File: src/rtl/pkg_memoria.sv
// rtl/pkg_memoria.sv - shared types and constants for the instruction memory
package pkg_memoria;

    typedef enum logic {
        OCIOSO = 1'b0,
        RESP   = 1'b1
    } estado_t;

    localparam int BITS_PADRAO       = 8;
    localparam int DEPTH_PADRAO      = 128;
    localparam int WORD_BYTES_PADRAO = 4;

    // Substituted by the decode stage whenever resp_erro is set.
    localparam logic [31:0] INSTR_NOP = 32'h0000_0013;

endpackage

File: src/rtl/memoria_bytes.sv
// rtl/memoria_bytes.sv - byte array with one write port and word-wide async read taps
module memoria_bytes
    import pkg_memoria::*;
#(
    parameter int BITS       = BITS_PADRAO,
    parameter int DEPTH      = DEPTH_PADRAO,
    parameter int WORD_BYTES = WORD_BYTES_PADRAO,
    parameter int ADDR_W     = $clog2(DEPTH)
) (
    input  logic                       clk,
    input  logic                       we,
    input  logic [ADDR_W-1:0]          wr_endr,
    input  logic [BITS-1:0]            wr_dado,
    input  logic [ADDR_W:0]            rd_endr,
    output logic [BITS*WORD_BYTES-1:0] rd_dado
);

    localparam logic [ADDR_W:0] DEPTH_EXT = (ADDR_W+1)'(DEPTH);

    logic [BITS-1:0] mem [DEPTH];
    logic [ADDR_W:0] idx;

    always_ff @(posedge clk) begin
        if (we && ({1'b0, wr_endr} < DEPTH_EXT)) begin
            mem[wr_endr] <= wr_dado;
        end
    end

    // Taps past the end read as zero; the top masks such fetches anyway.
    always_comb begin
        rd_dado = '0;
        idx     = '0;
        for (int k = 0; k < WORD_BYTES; k++) begin
            idx = rd_endr + (ADDR_W+1)'(k);
            if (idx < DEPTH_EXT) begin
                rd_dado[BITS*k +: BITS] = mem[idx[ADDR_W-1:0]];
            end
        end
    end

endmodule

File: src/rtl/memoria_instrucao_sinc.sv
// rtl/memoria_instrucao_sinc.sv - registered instruction fetch memory with handshakes and loader port
module memoria_instrucao_sinc
    import pkg_memoria::*;
#(
    parameter int BITS       = BITS_PADRAO,
    parameter int DEPTH      = DEPTH_PADRAO,
    parameter int WORD_BYTES = WORD_BYTES_PADRAO,
    parameter int ADDR_W     = $clog2(DEPTH)
) (
    input  logic                       clk,
    input  logic                       rst,
    input  logic                       req_valid,
    output logic                       req_ready,
    input  logic [ADDR_W-1:0]          req_endr,
    output logic                       resp_valid,
    input  logic                       resp_ready,
    output logic [BITS*WORD_BYTES-1:0] resp_dado,
    output logic                       resp_erro,
    input  logic                       prog_we,
    input  logic [ADDR_W-1:0]          prog_endr,
    input  logic [BITS-1:0]            prog_dado
);

    generate
        if ((DEPTH % WORD_BYTES) != 0 || DEPTH < WORD_BYTES) begin : g_param_invalido
            $error("memoria_instrucao_sinc: DEPTH must be a nonzero multiple of WORD_BYTES");
        end
    endgenerate

    // One extra bit keeps endr + WORD_BYTES-1 and the limit from wrapping.
    localparam logic [ADDR_W:0] LIMITE  = (ADDR_W+1)'(DEPTH - WORD_BYTES);
    localparam logic [ADDR_W:0] PASSO_W = (ADDR_W+1)'(WORD_BYTES);

    estado_t                   estado_q, estado_d;
    logic [BITS*WORD_BYTES-1:0] dado_q;
    logic                      erro_q;
    logic [BITS*WORD_BYTES-1:0] palavra;
    logic [ADDR_W:0]           endr_ext;
    logic                      erro_req;
    logic                      aceita;
    logic                      escreve;

    assign endr_ext = {1'b0, req_endr};
    assign erro_req = ((endr_ext % PASSO_W) != '0) || (endr_ext > LIMITE);

    assign req_ready = !prog_we && ((estado_q == OCIOSO) || resp_ready);
    assign aceita    = req_valid && req_ready;
    // A write coinciding with reset is dropped.
    assign escreve   = prog_we && !rst;

    memoria_bytes #(
        .BITS       (BITS),
        .DEPTH      (DEPTH),
        .WORD_BYTES (WORD_BYTES),
        .ADDR_W     (ADDR_W)
    ) u_bytes (
        .clk     (clk),
        .we      (escreve),
        .wr_endr (prog_endr),
        .wr_dado (prog_dado),
        .rd_endr (endr_ext),
        .rd_dado (palavra)
    );

    always_comb begin
        estado_d = estado_q;
        case (estado_q)
            OCIOSO: begin
                if (aceita) begin
                    estado_d = RESP;
                end
            end
            RESP: begin
                if (aceita) begin
                    estado_d = RESP;
                end else if (resp_ready) begin
                    estado_d = OCIOSO;
                end
            end
            default: estado_d = OCIOSO;
        endcase
    end

    always_ff @(posedge clk) begin
        if (rst) begin
            estado_q <= OCIOSO;
            dado_q   <= '0;
            erro_q   <= 1'b0;
        end else begin
            estado_q <= estado_d;
            if (aceita) begin
                erro_q <= erro_req;
                dado_q <= erro_req ? '0 : palavra;
            end
        end
    end

    assign resp_valid = (estado_q == RESP);
    assign resp_dado  = dado_q;
    assign resp_erro  = erro_q;

endmodule

File: config.mk
export PLATFORM = sky130hd
export DESIGN_NAME = memoria_instrucao_sinc
export DESIGN_NICKNAME = d
export VERILOG_FILES = /design/src/rtl/pkg_memoria.sv /design/src/rtl/memoria_bytes.sv /design/src/rtl/memoria_instrucao_sinc.sv
export SDC_FILE = /design/constraint.sdc
export NUM_CORES = 2
export LEC_CHECK = 0
export CAP_MARGIN = 15
export CORE_MARGIN = 8
export CORE_UTILIZATION = 50
export DETAILED_ROUTE_END_ITERATION = 8
export PLACE_DENSITY = 0.69
export SLEW_MARGIN = 5
export SYNTH_ARGS = -nofsm -noshare
export SYNTH_HDL_FRONTEND = slang
export SYNTH_SLANG_ARGS = --single-unit
File: constraint.sdc
create_clock -name clk -period 13.1 [get_ports clk]
set_input_delay 2.62 -clock clk [delete_from_list [all_inputs] [get_ports clk]]
set_output_delay 2.62 -clock clk [all_outputs]
set_load 0.03 [all_outputs]
==> metrics.txt <==
Net Sw Frac 0.265; pre-CTS setup slack 4.87 ns; critical path startpoint category input pin; pwr dens 117 mW/mm2; CTS H-tree lvls 3; boundary pin count 62; share of cells above drive strength 1 0.406; Synth Flop Type edfxtp_1; fillers 9977; Yosys reg bits 1058; row count 133; Final ANT Viol Nets 0; WL/cell 40.3 um; Layout area overhead 9.70%; R2R depth 7; outcome complete, no violations; Critical Path Fanout Max 98; area fraction of the dominant cell type after synthesis 0.468; multi-input logic area 0.0327 mm2; clock power share 0.387; number of synthesized flops with an enable pin 1024; CTS tree yes; Mapped Cells 3695; final setup violation count 0; Worst Hold Endpoint resp_erro$_SDFFE_PP0P_; placed insts 5329; syn_nets 3727; Core Area 0.131 mm2; CTS Hold Bufs 0; Worst Path Required 13.71 ns; clock buffer depth 3; P_leak 22.5 nW; FMAX 133 MHz; Seq/Total Area, Yosys 0.478; total power draw 0.00844 W; VDD IR max 0.115 mV; Post-CTS Resized 0; largest net degree at the start of global routing 141; Slew @ Worst Pin 1.31 ns; Internal 0.00620 W; HP Start resp_erro$_SDFFE_PP0P_; initial antenna violation count 14; # DRC 0; library cells used by synthesis 57; max-slew violations 0; WL final 224 mm; initial core utilization 0.502; syn_area_per_cell 17.8 um2; die area 0.143 mm2; Root Driver clkbuf_16; Async SR Flop Fraction 0; crit path DAT 8.12 ns; clock-pin slew on the worst setup and hold paths 0.06 ns; postcts setup bufs 0; Pre-Repair DR Iteration Count 8; Register Area 0.0314 mm2; post-synthesis cell area 0.0658 mm2; GR Util All Layers 0.308; r2r startpoint resp_valid$_SDFF_PP0_; routed via count 44355; combinational power share 0.171; RSZ-0062 raised after global routing no; area leader, netlist edfxtp_1; final period utilization 0.573; setup ws final 5.59 ns; top routing layer in use met5; internal reg-to-reg setup slack 9.52 ns; CTS Buf Count 113; die height 379 um; Port Buffers 61; Die W 379 um; vias in the first global route 41182; post-route insts no fill 5557; Sequential Power Share 0.442; clk sinks 1058; synth top area cells edfxtp_1, mux4_2, mux2i_1; met3 WL 37.3 mm; global-route wire length before repair 315 mm; Syn. warnings 0; R2R Path End resp_dado[26]$_SDFFE_PP0P_; minimum clock period 7.51 ns; total gr overflow 0; Net Sw Power 0.00224 W; met1 WL 75.2 mm; initial drt markers 8375; Hold Crit Class reg2reg; Layout Skew 0.0301 ns; TNS Setup 0 ns; Final HPWL DP 146 mm; endpoints failing hold 0; vias per cell 7.98; Worst-Skew Late Latency 0.76 ns; Crit Path Class in2reg; crit end category flip-flop; maxcap violations 0; Final Util 0.551; Met2 Routed Length 98.3 mm; NumNets Final 3731; hold path depth 2; GP Congestion 0.958; slew margin rel. 0.124
area by class of cell:
type,count,share of cell area
repair buffers,245,0.0290
well taps,1755,0.0304
clock inverters,77,0.0104
clock buffers,131,0.0407
inverters,11,0.000642
flip-flops and latches,1058,0.436
multi-input cells,2270,0.453
diodes,10,0.000347
state kept, by name, summed over array words and instances, names as in the netlist:
name / flops
u_bytes.mem: 1024
resp_dado: 32
resp_valid: 1
resp_erro: 1
synthesized netlist by cell type (34+ instances only):
| cell type | instances |
|---|---|
| clkbuf_1 | 141 |
| edfxtp_1 | 1024 |
| nor2_1 | 169 |
| mux4_2 | 1138 |
| buf_2 | 117 |
| o22ai_1 | 51 |
| o21ai_0 | 34 |
| dfxtp_1 | 34 |
| nand3_1 | 55 |
| a21oi_1 | 102 |
| mux2i_1 | 173 |
| nand2_1 | 281 |
| buf_4 | 43 |
worst max path at each step:
| stage | startpoint | end | slack, ns | cells past startpoint |
|---|---|---|---|---|
| after floorplan | req_endr[1] | resp_dado[29]$_SDFFE_PP0P_ | 6.94 | 14 |
| after global placement | req_endr[0] | resp_dado[14]$_SDFFE_PP0P_ | 4.88 | 11 |
| after detailed placement | req_endr[0] | resp_dado[14]$_SDFFE_PP0P_ | 4.87 | 11 |
| after CTS | req_endr[0] | resp_dado[14]$_SDFFE_PP0P_ | 5.65 | 11 |
| after global routing | req_endr[0] | resp_dado[6]$_SDFFE_PP0P_ | 5.32 | 11 |
| final | req_endr[0] | resp_dado[6]$_SDFFE_PP0P_ | 5.59 | 11 |
layout by cell type (no fill, tap or decap), types with 9 or more instances in the layout:
cell | synthesis | final
mux4_2 | 1138 | 1138
edfxtp_1 | 1024 | 1024
nand2_1 | 281 | 281
buf_4 | 43 | 178
mux2i_1 | 173 | 173
nor2_1 | 169 | 168
clkbuf_16 | 0 | 115
a21oi_1 | 102 | 100
nand3_1 | 55 | 55
o22ai_1 | 51 | 51
clkdlybuf4s50_1 | 0 | 47
o21ai_0 | 34 | 34
dfxtp_1 | 34 | 34
a22oi_1 | 30 | 29
clkinv_1 | 2 | 27
clkinv_2 | 0 | 23
nor2b_1 | 17 | 17
nor4_1 | 17 | 17
clkbuf_1 | 141 | 16
a221oi_1 | 15 | 15
a31oi_1 | 14 | 14
bufinv_16 | 0 | 14
nand4_1 | 12 | 12
o2111ai_1 | 12 | 12
diode_2 | 0 | 10
o221ai_1 | 9 | 9
kinds of logic after synthesis:
kind of cell | count (synthesis) | share of synthesized area
AOI/OAI and AO/OA | 341 | 0.0351
xor gates and xnor gates | 20 | 0.00278
adders and majority gates | 5 | 0.000951
buffers and inverters | 367 | 0.0284
DFF | 1058 | 0.478
muxes | 1314 | 0.417
and+or+nand+nor | 590 | 0.0382
power by group through the flow:
| stage | sequential, W | clock (W) | combinational, W |
|---|---|---|---|
| 5_1_grt | 0.00373 | 0.00340 | 0.00148 |
| 2_1_floorplan | 0.00380 | 0 | 0.000944 |
| 3_3_place_gp | 0.00380 | 0 | 0.00139 |
| 3_5_place_dp | 0.00380 | 0 | 0.00140 |
| 4_1_cts | 0.00373 | 0.00329 | 0.00140 |
| 6_report | 0.00373 | 0.00327 | 0.00144 |
critical path, cell delays in order:
cell and delay, ns:
buf_16 0.44, buf_4 0.70, buf_4 0.85, buf_4 0.83
mux4_2 0.61, mux4_2 0.56, nand2_1 0.11, o21ai_0 0.16
o22ai_1 0.67, mux2_2 0.29, a221oi_1 0.07
layer usage:
layer  global-route usage  up-vias
li1                     -    16294
met1                0.412    22998
met2                0.444     4404
met3                0.120      653
met4                0.150        6
met5                    0        -
stage by stage:
stage | instance area, um2 | hold slack (ns)
2_1_floorplan | 65800 | 0.609
3_3_place_gp | 68300 | 0.497
3_5_place_dp | 68300 | 0.504
4_1_cts | 72000 | 0.518
5_1_grt | 72100 | 0.539
6_report | 72100 | 0.521
Power figures use the tool's default switching activity.
